**src/rtl/pkg_tamagotchi.sv**
```systemverilog
// Shared encodings for the pet controllers: one-hot activity states, attribute
// width and ceiling, plus a small helper used by the death monitor.
package pkg_tamagotchi;

  localparam int ATRIB_W = 8;
  localparam logic [ATRIB_W-1:0] MAX_ATRIB = 8'd100;

  typedef enum logic [4:0] {
    INTRO      = 5'b00000,
    IDLE       = 5'b00001,
    DORMINDO   = 5'b00010,
    COMENDO    = 5'b00100,
    DANDO_AULA = 5'b01000,
    MORTO      = 5'b10000
  } estado_t;

  function automatic logic algum_zero(input logic [ATRIB_W-1:0] a,
                                      input logic [ATRIB_W-1:0] b,
                                      input logic [ATRIB_W-1:0] c);
    return (a == 8'd0) || (b == 8'd0) || (c == 8'd0);
  endfunction

endpackage

```
**src/rtl/detector_borda.sv**
```systemverilog
// Push-button front end: two-flop synchroniser followed by a registered
// rising-edge detector, so a press of any length yields one single-cycle pulse.
module detector_borda (
  input  logic clk,
  input  logic rst_n,
  input  logic btn_i,
  output logic pulso_o
);

  logic sinc1_q;
  logic sinc2_q;
  logic ant_q;
  logic pulso_q;

  // synchroniser chain and edge-pulse register
  always_ff @(posedge clk or negedge rst_n) begin
    if (!rst_n) begin
      sinc1_q <= 1'b0;
      sinc2_q <= 1'b0;
      ant_q   <= 1'b0;
      pulso_q <= 1'b0;
    end else begin
      sinc1_q <= btn_i;
      sinc2_q <= sinc1_q;
      ant_q   <= sinc2_q;
      pulso_q <= sinc2_q & ~ant_q;
    end
  end

  assign pulso_o = pulso_q;

endmodule

```
**src/rtl/controlador_estados.sv**
```systemverilog
// Pet top-level FSM: game tick prescaler, death monitor, activity timer and the
// one-hot estado bus consumed by the attribute controller and display.
module controlador_estados
  import pkg_tamagotchi::*;
#(
  parameter int unsigned TICK_DIV    = 65536,
  parameter logic [7:0]  DURACAO     = 8'd20,
  parameter logic [7:0]  MORTE_TICKS = 8'd10
) (
  input  logic                clk,
  input  logic                rst_n,
  input  logic                btn_inicio,
  input  logic                btn_comer,
  input  logic                btn_dormir,
  input  logic                btn_aula,
  input  logic [ATRIB_W-1:0]  fome,
  input  logic [ATRIB_W-1:0]  felicidade,
  input  logic [ATRIB_W-1:0]  sono,
  output logic [4:0]          estado,
  output logic                tick,
  output logic [7:0]          tempo_restante,
  output logic                reiniciar
);

  localparam int CW = (TICK_DIV > 1) ? $clog2(TICK_DIV) : 1;
  localparam logic [CW-1:0] CNT_MAX = CW'(TICK_DIV - 1);

  logic          inicio_s, comer_s, dormir_s, aula_s;
  logic [CW-1:0] cnt_q, cnt_d;
  logic          tick_q;
  estado_t       state_q, state_d;
  logic [7:0]    tempo_q, tempo_d;
  logic [7:0]    zcnt_q, zcnt_d;
  logic          reiniciar_q, reiniciar_d;
  logic [7:0]    alvo_s;
  logic          vivo_s;

  detector_borda u_det_inicio (.clk(clk), .rst_n(rst_n), .btn_i(btn_inicio), .pulso_o(inicio_s));
  detector_borda u_det_comer  (.clk(clk), .rst_n(rst_n), .btn_i(btn_comer),  .pulso_o(comer_s));
  detector_borda u_det_dormir (.clk(clk), .rst_n(rst_n), .btn_i(btn_dormir), .pulso_o(dormir_s));
  detector_borda u_det_aula   (.clk(clk), .rst_n(rst_n), .btn_i(btn_aula),   .pulso_o(aula_s));

  // free-running prescaler; tick is registered so it is high while the count sits at CNT_MAX
  always_comb begin
    if (cnt_q == CNT_MAX) begin
      cnt_d = {CW{1'b0}};
    end else begin
      cnt_d = cnt_q + 1'b1;
    end
  end

  // attribute that the current activity is trying to fill
  always_comb begin
    vivo_s = (state_q == IDLE) || (state_q == DORMINDO) ||
             (state_q == COMENDO) || (state_q == DANDO_AULA);
    case (state_q)
      DORMINDO:   alvo_s = sono;
      COMENDO:    alvo_s = fome;
      DANDO_AULA: alvo_s = felicidade;
      default:    alvo_s = 8'd0;
    endcase
  end

  // next-state, activity timer and death counter
  always_comb begin
    state_d     = state_q;
    tempo_d     = tempo_q;
    zcnt_d      = zcnt_q;
    reiniciar_d = 1'b0;

    if (vivo_s && tick_q) begin
      if (algum_zero(fome, felicidade, sono)) begin
        zcnt_d = (zcnt_q >= MORTE_TICKS) ? MORTE_TICKS : zcnt_q + 8'd1;
      end else begin
        zcnt_d = 8'd0;
      end
    end else begin
      zcnt_d = zcnt_q;
    end

    case (state_q)
      INTRO: begin
        if (inicio_s) begin
          state_d = IDLE;
        end else begin
          state_d = INTRO;
        end
      end
      IDLE: begin
        // a rejected higher-priority request swallows the lower ones
        if (dormir_s) begin
          if (sono < MAX_ATRIB) begin
            state_d = DORMINDO;
            tempo_d = DURACAO;
          end else begin
            state_d = IDLE;
          end
        end else if (comer_s) begin
          if (fome < MAX_ATRIB) begin
            state_d = COMENDO;
            tempo_d = DURACAO;
          end else begin
            state_d = IDLE;
          end
        end else if (aula_s) begin
          if (felicidade < MAX_ATRIB) begin
            state_d = DANDO_AULA;
            tempo_d = DURACAO;
          end else begin
            state_d = IDLE;
          end
        end else begin
          state_d = IDLE;
        end
      end
      DORMINDO, COMENDO, DANDO_AULA: begin
        if (inicio_s || (alvo_s >= MAX_ATRIB) || (tick_q && (tempo_q == 8'd1))) begin
          state_d = IDLE;
          tempo_d = 8'd0;
        end else if (tick_q && (tempo_q != 8'd0)) begin
          tempo_d = tempo_q - 8'd1;
        end else begin
          tempo_d = tempo_q;
        end
      end
      MORTO: begin
        if (inicio_s) begin
          state_d     = INTRO;
          reiniciar_d = 1'b1;
          zcnt_d      = 8'd0;
        end else begin
          state_d = MORTO;
        end
      end
      default: begin
        state_d = INTRO;
        tempo_d = 8'd0;
        zcnt_d  = 8'd0;
      end
    endcase

    if (vivo_s && (zcnt_q == MORTE_TICKS)) begin
      state_d = MORTO;
      tempo_d = 8'd0;
    end else begin
      state_d = state_d;
    end
  end

  // state and output registers
  always_ff @(posedge clk or negedge rst_n) begin
    if (!rst_n) begin
      cnt_q       <= {CW{1'b0}};
      tick_q      <= 1'b0;
      state_q     <= INTRO;
      tempo_q     <= 8'd0;
      zcnt_q      <= 8'd0;
      reiniciar_q <= 1'b0;
    end else begin
      cnt_q       <= cnt_d;
      tick_q      <= (cnt_d == CNT_MAX);
      state_q     <= state_d;
      tempo_q     <= tempo_d;
      zcnt_q      <= zcnt_d;
      reiniciar_q <= reiniciar_d;
    end
  end

  assign estado         = state_q;
  assign tick           = tick_q;
  assign tempo_restante = tempo_q;
  assign reiniciar      = reiniciar_q;

endmodule

```
**config.mk**
```make
export PLATFORM = sky130hd
export DESIGN_NAME = controlador_estados
export DESIGN_NICKNAME = d
export VERILOG_FILES = /design/src/rtl/pkg_tamagotchi.sv /design/src/rtl/detector_borda.sv /design/src/rtl/controlador_estados.sv
export SDC_FILE = /design/constraint.sdc
export NUM_CORES = 1
export LEC_CHECK = 0
export CORE_MARGIN = 4
export CORE_UTILIZATION = 40
export CTS_CLUSTER_DIAMETER = 50
export DETAILED_ROUTE_END_ITERATION = 7
export GPL_ROUTABILITY_DRIVEN = 0
export HOLD_SLACK_MARGIN = 0.1
export PLACE_DENSITY = 0.66
export SYNTH_ARGS = -nofsm -noshare
export SYNTH_HDL_FRONTEND = slang
export SYNTH_SLANG_ARGS = --single-unit
```
**constraint.sdc**
```tcl
create_clock -name clk -period 5.5 [get_ports clk]
set_input_delay 0.55 -clock clk [delete_from_list [all_inputs] [get_ports clk]]
set_output_delay 0.55 -clock clk [all_outputs]
set_load 0.02 [all_outputs]
```
# Word-level counts from Yosys, hierarchy flattened
# Index checks and enable logic that the tools add are counted.
# word_totals
latchBits,0
ram_bits,0
in_bits,30
romBits,0
word_cells,104
mem_count,0
output_inout_bits,15
register_bits,55
# classes
mul,0
div_mod_pow,0
add_sub_neg,3
eq_ne,16
shift,0
reduce_logical,20
order_cmp,5
n_bitwise,8
n_mux,30
# op_table
operator,count
8-bit two-way mux,13
8-bit case mux with 3 select lines,2
16-bit equality test (second input constant),2
5-bit two-way mux,6
8-bit logical NOT,3
8-bit by 7-bit < comparator with 1-bit output (second input constant),3
5-bit case mux with 4 select lines,1
16-bit by 1-bit adder with 16-bit output (second input constant),1
16-bit two-way mux,1
8-bit case mux with 2 select lines,1
5-bit by 1-bit != test with 1-bit output (second input constant),2
8-bit by 1-bit adder with 8-bit output (second input constant),1
8-bit by 1-bit equality test with 1-bit output (second input constant),1
8-bit by 4-bit equality test with 1-bit output (second input constant),1
8-bit by 4-bit greater-or-equal comparator with 1-bit output (second input constant),1
8-bit by 7-bit greater-or-equal comparator with 1-bit output (second input constant),1
4-bit != test (second input constant),2
8-bit nonzero test,1
8-bit by 1-bit subtractor with 8-bit output (second input constant),1
1-bit logical OR,7
6-bit AND reduction,1
5-bit by 1-bit equality test with 1-bit output (second input constant),1
5-bit by 2-bit equality test with 1-bit output (second input constant),1
5-bit by 3-bit equality test with 1-bit output (second input constant),1
16 further kinds,27

# Logic depth before layout (Yosys ltp)
# depth
depth_word,8
mapped_depth,9
ltp_nobuf,8

# Cells and area by module
# A second synthesis with hierarchy kept.
# hier_totals
cells_unflattened,300
area_unflattened_um2,2925.3
# modules_own_cells
mod,seq_area_each_um2,cells_per_inst,area_per_inst_um2,n_inst
controlador_estados,975.9,280,2469.9,1
detector_borda,100.1,5,113.9,4

# Worst setup path before layout
# OpenSTA, ideal clock, no wires.
# synth_path
kind,reg2reg
from,"register state_q[3], in the netlist estado[3]"
to,"register tempo_q[7], in the netlist tempo_restante[7]"
period_less_slack_ps,2181
stages_incl_launch_ff,8
t_required_ps,5374
setup_ps,126
setup_slack_ps,3319
t_arrival_ps,2055
path_buffers,2
path_cell_list,dfrtp_1 buf_6 or4_4 nor3_2 a21oi_1 o211a_4 buf_6 a221o_1
# synth_between
elab_chain_len,8
# synth_lines
item,line_no,source
from (decl),controlador_estados.sv:31,"estado_t state_q, state_d;"
from (signal assigned),controlador_estados.sv:162,state_q <= state_d;
5-bit by 4-bit equality test with 1-bit output (tied with other cells),"controlador_estados.sv:55, controlador_estados.sv:56, controlador_estados.sv:81",
8-bit case mux with 3 select lines,controlador_estados.sv:56,case (state_q)
8-bit by 7-bit greater-or-equal comparator with 1-bit output,controlador_estados.sv:117,if (inicio_s || (alvo_s >= MAX_ATRIB) || (tick_q && (tempo_q == 8'd1))) begin
1-bit logical OR (2 in series),controlador_estados.sv:117,
8-bit two-way mux,controlador_estados.sv:117,
8-bit case mux with 3 select lines,controlador_estados.sv:81,case (state_q)
8-bit two-way mux,controlador_estados.sv:142,if (vivo_s && (zcnt_q == MORTE_TICKS)) begin
to (signal assigned),controlador_estados.sv:163,tempo_q <= tempo_d;
to (decl),controlador_estados.sv:32,"logic [7:0] tempo_q, tempo_d;"
# Parallel ways exist; a longest one is shown, timed or not.
# A chain may end at the register's enable or synchronous reset.

# Final worst setup path
# layout_path
from,"register state_q[1], in the netlist estado[1]"
to,"register tempo_q[4], in the netlist tempo_restante[4]"
# Same word-level chain as after synthesis.

==> results.ini <==
[cts]
cts_max_path_buffers = 2
cts_buffers = 5
cts_num_sinks = 55
cts-htree-levels = 2
hold_buffers = 0
cts_resized = 0
path_clk_slew_ps = 110
cts_root_buffer = clkbuf_8
cts_tree = done
clkLatencyLatePin_ps = 320
post_cts_buffers = 0

[setup_path]
crit_family = compound AO/OA/AOI/OAI gates
critPathMaxFanout = 15
cp_data_required_time_ps = 5720
worstRegToRegCells = 6
path_class = register to register
path_cells = o21ai_0 > nand2_1 > a2111oi_0 > o211a_4 > a21oi_2 > o221a_1
rr_endpoint = tempo_restante[4]
path_buf_inv = 0
cpPeakStageDelay_ps = 680
worst_setup_path_end_kind = register
rrSetupSlack_ps = 3120
rr_startpoint = estado[1]
worstPathArrival_ps = 2600
cpMaxStageDelayCell = a2111oi_0
cp-start-kind = register

[timing]
setup_viol = 0
skew_ps = 12.4
fin_crit_ps = 2380
fmax_mhz = 420
fin_setup_tns_ps = 0
tightest_slew_ps = 787
slew_viol_final = 0
rsz0062_at_grt = false
hold_viol_final = 0
slew_headroom = 0.471
holdWs_ps = 337
fin_crit_sh = 0.433

[route]
wl_per_cell_um = 14.3
dr.pass1.iters = 4
antenna_left = 0
drt_iter0_drc = 148
wl_mm = 6.19
vias = 2310
vias_per_cell = 5.32
drc = 0

[die]
ios = 45
fp-row-count = 30
fp.dieW_um = 92.0
die_h_um = 92.0
start_util = 0.413
fp.coreArea_um2 = 6830
die_area_um2 = 8460

[synth]
synthXorXnorAreaFrac = 0.0559
muxShareOfSynthArea = 0.00355
synth_top_family_by_area = simple AND/OR/NAND/NOR gates
synth-main-ff-cell = dfrtp_1
synth-compound-area-share = 0.157
synthAdderAreaFrac = 0.0266
synth_seq_cells = 55
async_flop_share = 1.00
syn_nets = 329
synth_area_um2 = 2820
post_synth.cell_area_avg_um2 = 9.63
ys_warn_count = 0
postSynthCellCount = 293
yosysSeqAreaShare = 0.488
synth_cell_types = 56
synth_edf_count = 0
synthSimpleGateAreaFrac = 0.232

[placement]
dp.cells = 426
io_buffers = 44
hpwl_mm = 4.46

[finish]
fill_cells = 663
syn2layout_area_growth_pct = 21.6
drive_gt1_frac = 0.0533
fin_nets = 373
num_antenna_cells = 0
post_layout_nonfiller_instances = 434

[grt]
grt_util_all_layers = 0.156
grt_max_degree = 56
grt_pass1_wl_mm = 10.6
grt_pass1_vias = 2183
antenna_found_initial = 0
grt-ovfl-total = 0

[power_and_ir_drop]
vdd_drop_max_v = 0.000176
leakagePower_nw = 1.39
powerDensity_nw_per_um2 = 281

[hold_path]
worstHoldPathType = primary input to asynchronous set/reset pin

[flow_run]
drv_cap = 0

[run_status]
status = complete, no violations

-- stage by stage --
step           worst slack, ps  power, W   util  area [µm²]
6_report                  3120  0.000965  0.502        3430
5_1_grt                   2900   0.00103  0.502        3430
4_1_cts                   3130  0.000974  0.502        3430
3_5_place_dp              3020  0.000740  0.488        3340
3_3_place_gp              3010  0.000735  0.488        3340
2_1_floorplan             3320  0.000650      -        2820
-- logic make-up after synthesis --
family          count (synthesis)
fa+ha+maj                       6
xor+xnor                       18
flops                          55
mux                             1
buf+inv                        23
compound gates                 65
simple gates                  125
-- cells in the mapped netlist, types with 5 or more instances --
master | instances | share of area
xnor2_1 | 13 | 0.040
dfrtp_1 | 55 | 0.49
xor2_1 | 5 | 0.016
clkbuf_1 | 5 | 0.0067
o21ai_0 | 13 | 0.023
nor3_1 | 10 | 0.018
nor2_1 | 28 | 0.037
o22ai_1 | 6 | 0.013
nand2_1 | 28 | 0.037
nor4_1 | 7 | 0.016
nand4_1 | 6 | 0.013
nand3_1 | 11 | 0.020
nand2b_1 | 5 | 0.011
ha_1 | 6 | 0.027
a21oi_1 | 14 | 0.025
inv_1 | 15 | 0.020
and3_1 | 7 | 0.016
-- sequential cells by signal, summed over array words and instances (netlist names) --
signal,flops
cnt_q,16
tempo_restante,8
zcnt_q,8
estado,5
reiniciar,1
tick,1
u_det_aula.ant_q,1
u_det_aula.pulso_o,1
u_det_aula.sinc1_q,1
u_det_aula.sinc2_q,1
u_det_comer.ant_q,1
u_det_comer.pulso_o,1
u_det_comer.sinc1_q,1
u_det_comer.sinc2_q,1
u_det_dormir.ant_q,1
u_det_dormir.pulso_o,1
u_det_dormir.sinc1_q,1
u_det_dormir.sinc2_q,1
u_det_inicio.ant_q,1
u_det_inicio.pulso_o,1
u_det_inicio.sinc1_q,1
u_det_inicio.sinc2_q,1
-- metal layers --
layer	wire length, µm	vias up	GRT usage
met2	2710	71	0.235
li1	-	1145	-
met4	80	0	0.0470
met3	465	7	0.0468
met1	2930	1087	0.216
met5	0	-	0
-- how the worst max path moves through the flow --
stage / startpoint / endpoint / slack, ps / depth (start not counted)
3_3_place_gp: fome[3] / tempo_restante[4] / 3010 / 7
5_1_grt: estado[1] / tempo_restante[1] / 2900 / 6
4_1_cts: estado[1] / tempo_restante[4] / 3130 / 6
6_report: estado[1] / tempo_restante[4] / 3120 / 6
3_5_place_dp: fome[3] / tempo_restante[4] / 3020 / 7
2_1_floorplan: estado[3] / tempo_restante[7] / 3320 / 7
-- placed cells by master, fill, tap and decap left out, types with 3 or more instances in the layout --
| cell type | instances |
|---|---|
| nand3_1 | 11 |
| clkdlybuf4s50_1 | 43 |
| nand2b_1 | 5 |
| nand2_1 | 28 |
| xnor2_1 | 13 |
| and3_1 | 7 |
| nor3_1 | 10 |
| nor2b_1 | 4 |
| o211ai_1 | 3 |
| a21oi_1 | 14 |
| dfrtp_1 | 55 |
| nand3b_1 | 3 |
| nor4_1 | 7 |
| nand4_1 | 6 |
| o311ai_0 | 3 |
| a21o_1 | 4 |
| clkbuf_8 | 5 |
| inv_1 | 15 |
| nor2_1 | 28 |
| ha_1 | 6 |
| xor2_1 | 5 |
| o21ai_0 | 13 |
| o22ai_1 | 6 |
-- final cells by class --
| class | instances | area [µm²] | area share |
|---|---|---|---|
| Sequential cell | 55 | 1380 | 0.401 |
| Inverter | 15 | 56.3 | 0.0164 |
| Timing Repair Buffer | 45 | 443 | 0.129 |
| Tap cell | 96 | 120 | 0.0350 |
| Multi-Input combinational cell | 215 | 1340 | 0.391 |
| Clock buffer | 5 | 68.8 | 0.0201 |
| Clock inverter | 3 | 22.5 | 0.00657 |
-- power by group --
part           total (W)  switching [W]  internal [W]
registers       0.000496      0.0000530      0.000443
clock network   0.000233       0.000141     0.0000916
logic           0.000236       0.000125      0.000112
total           0.000965       0.000319      0.000646
No activity file was read; power rests on OpenSTA's default activity.
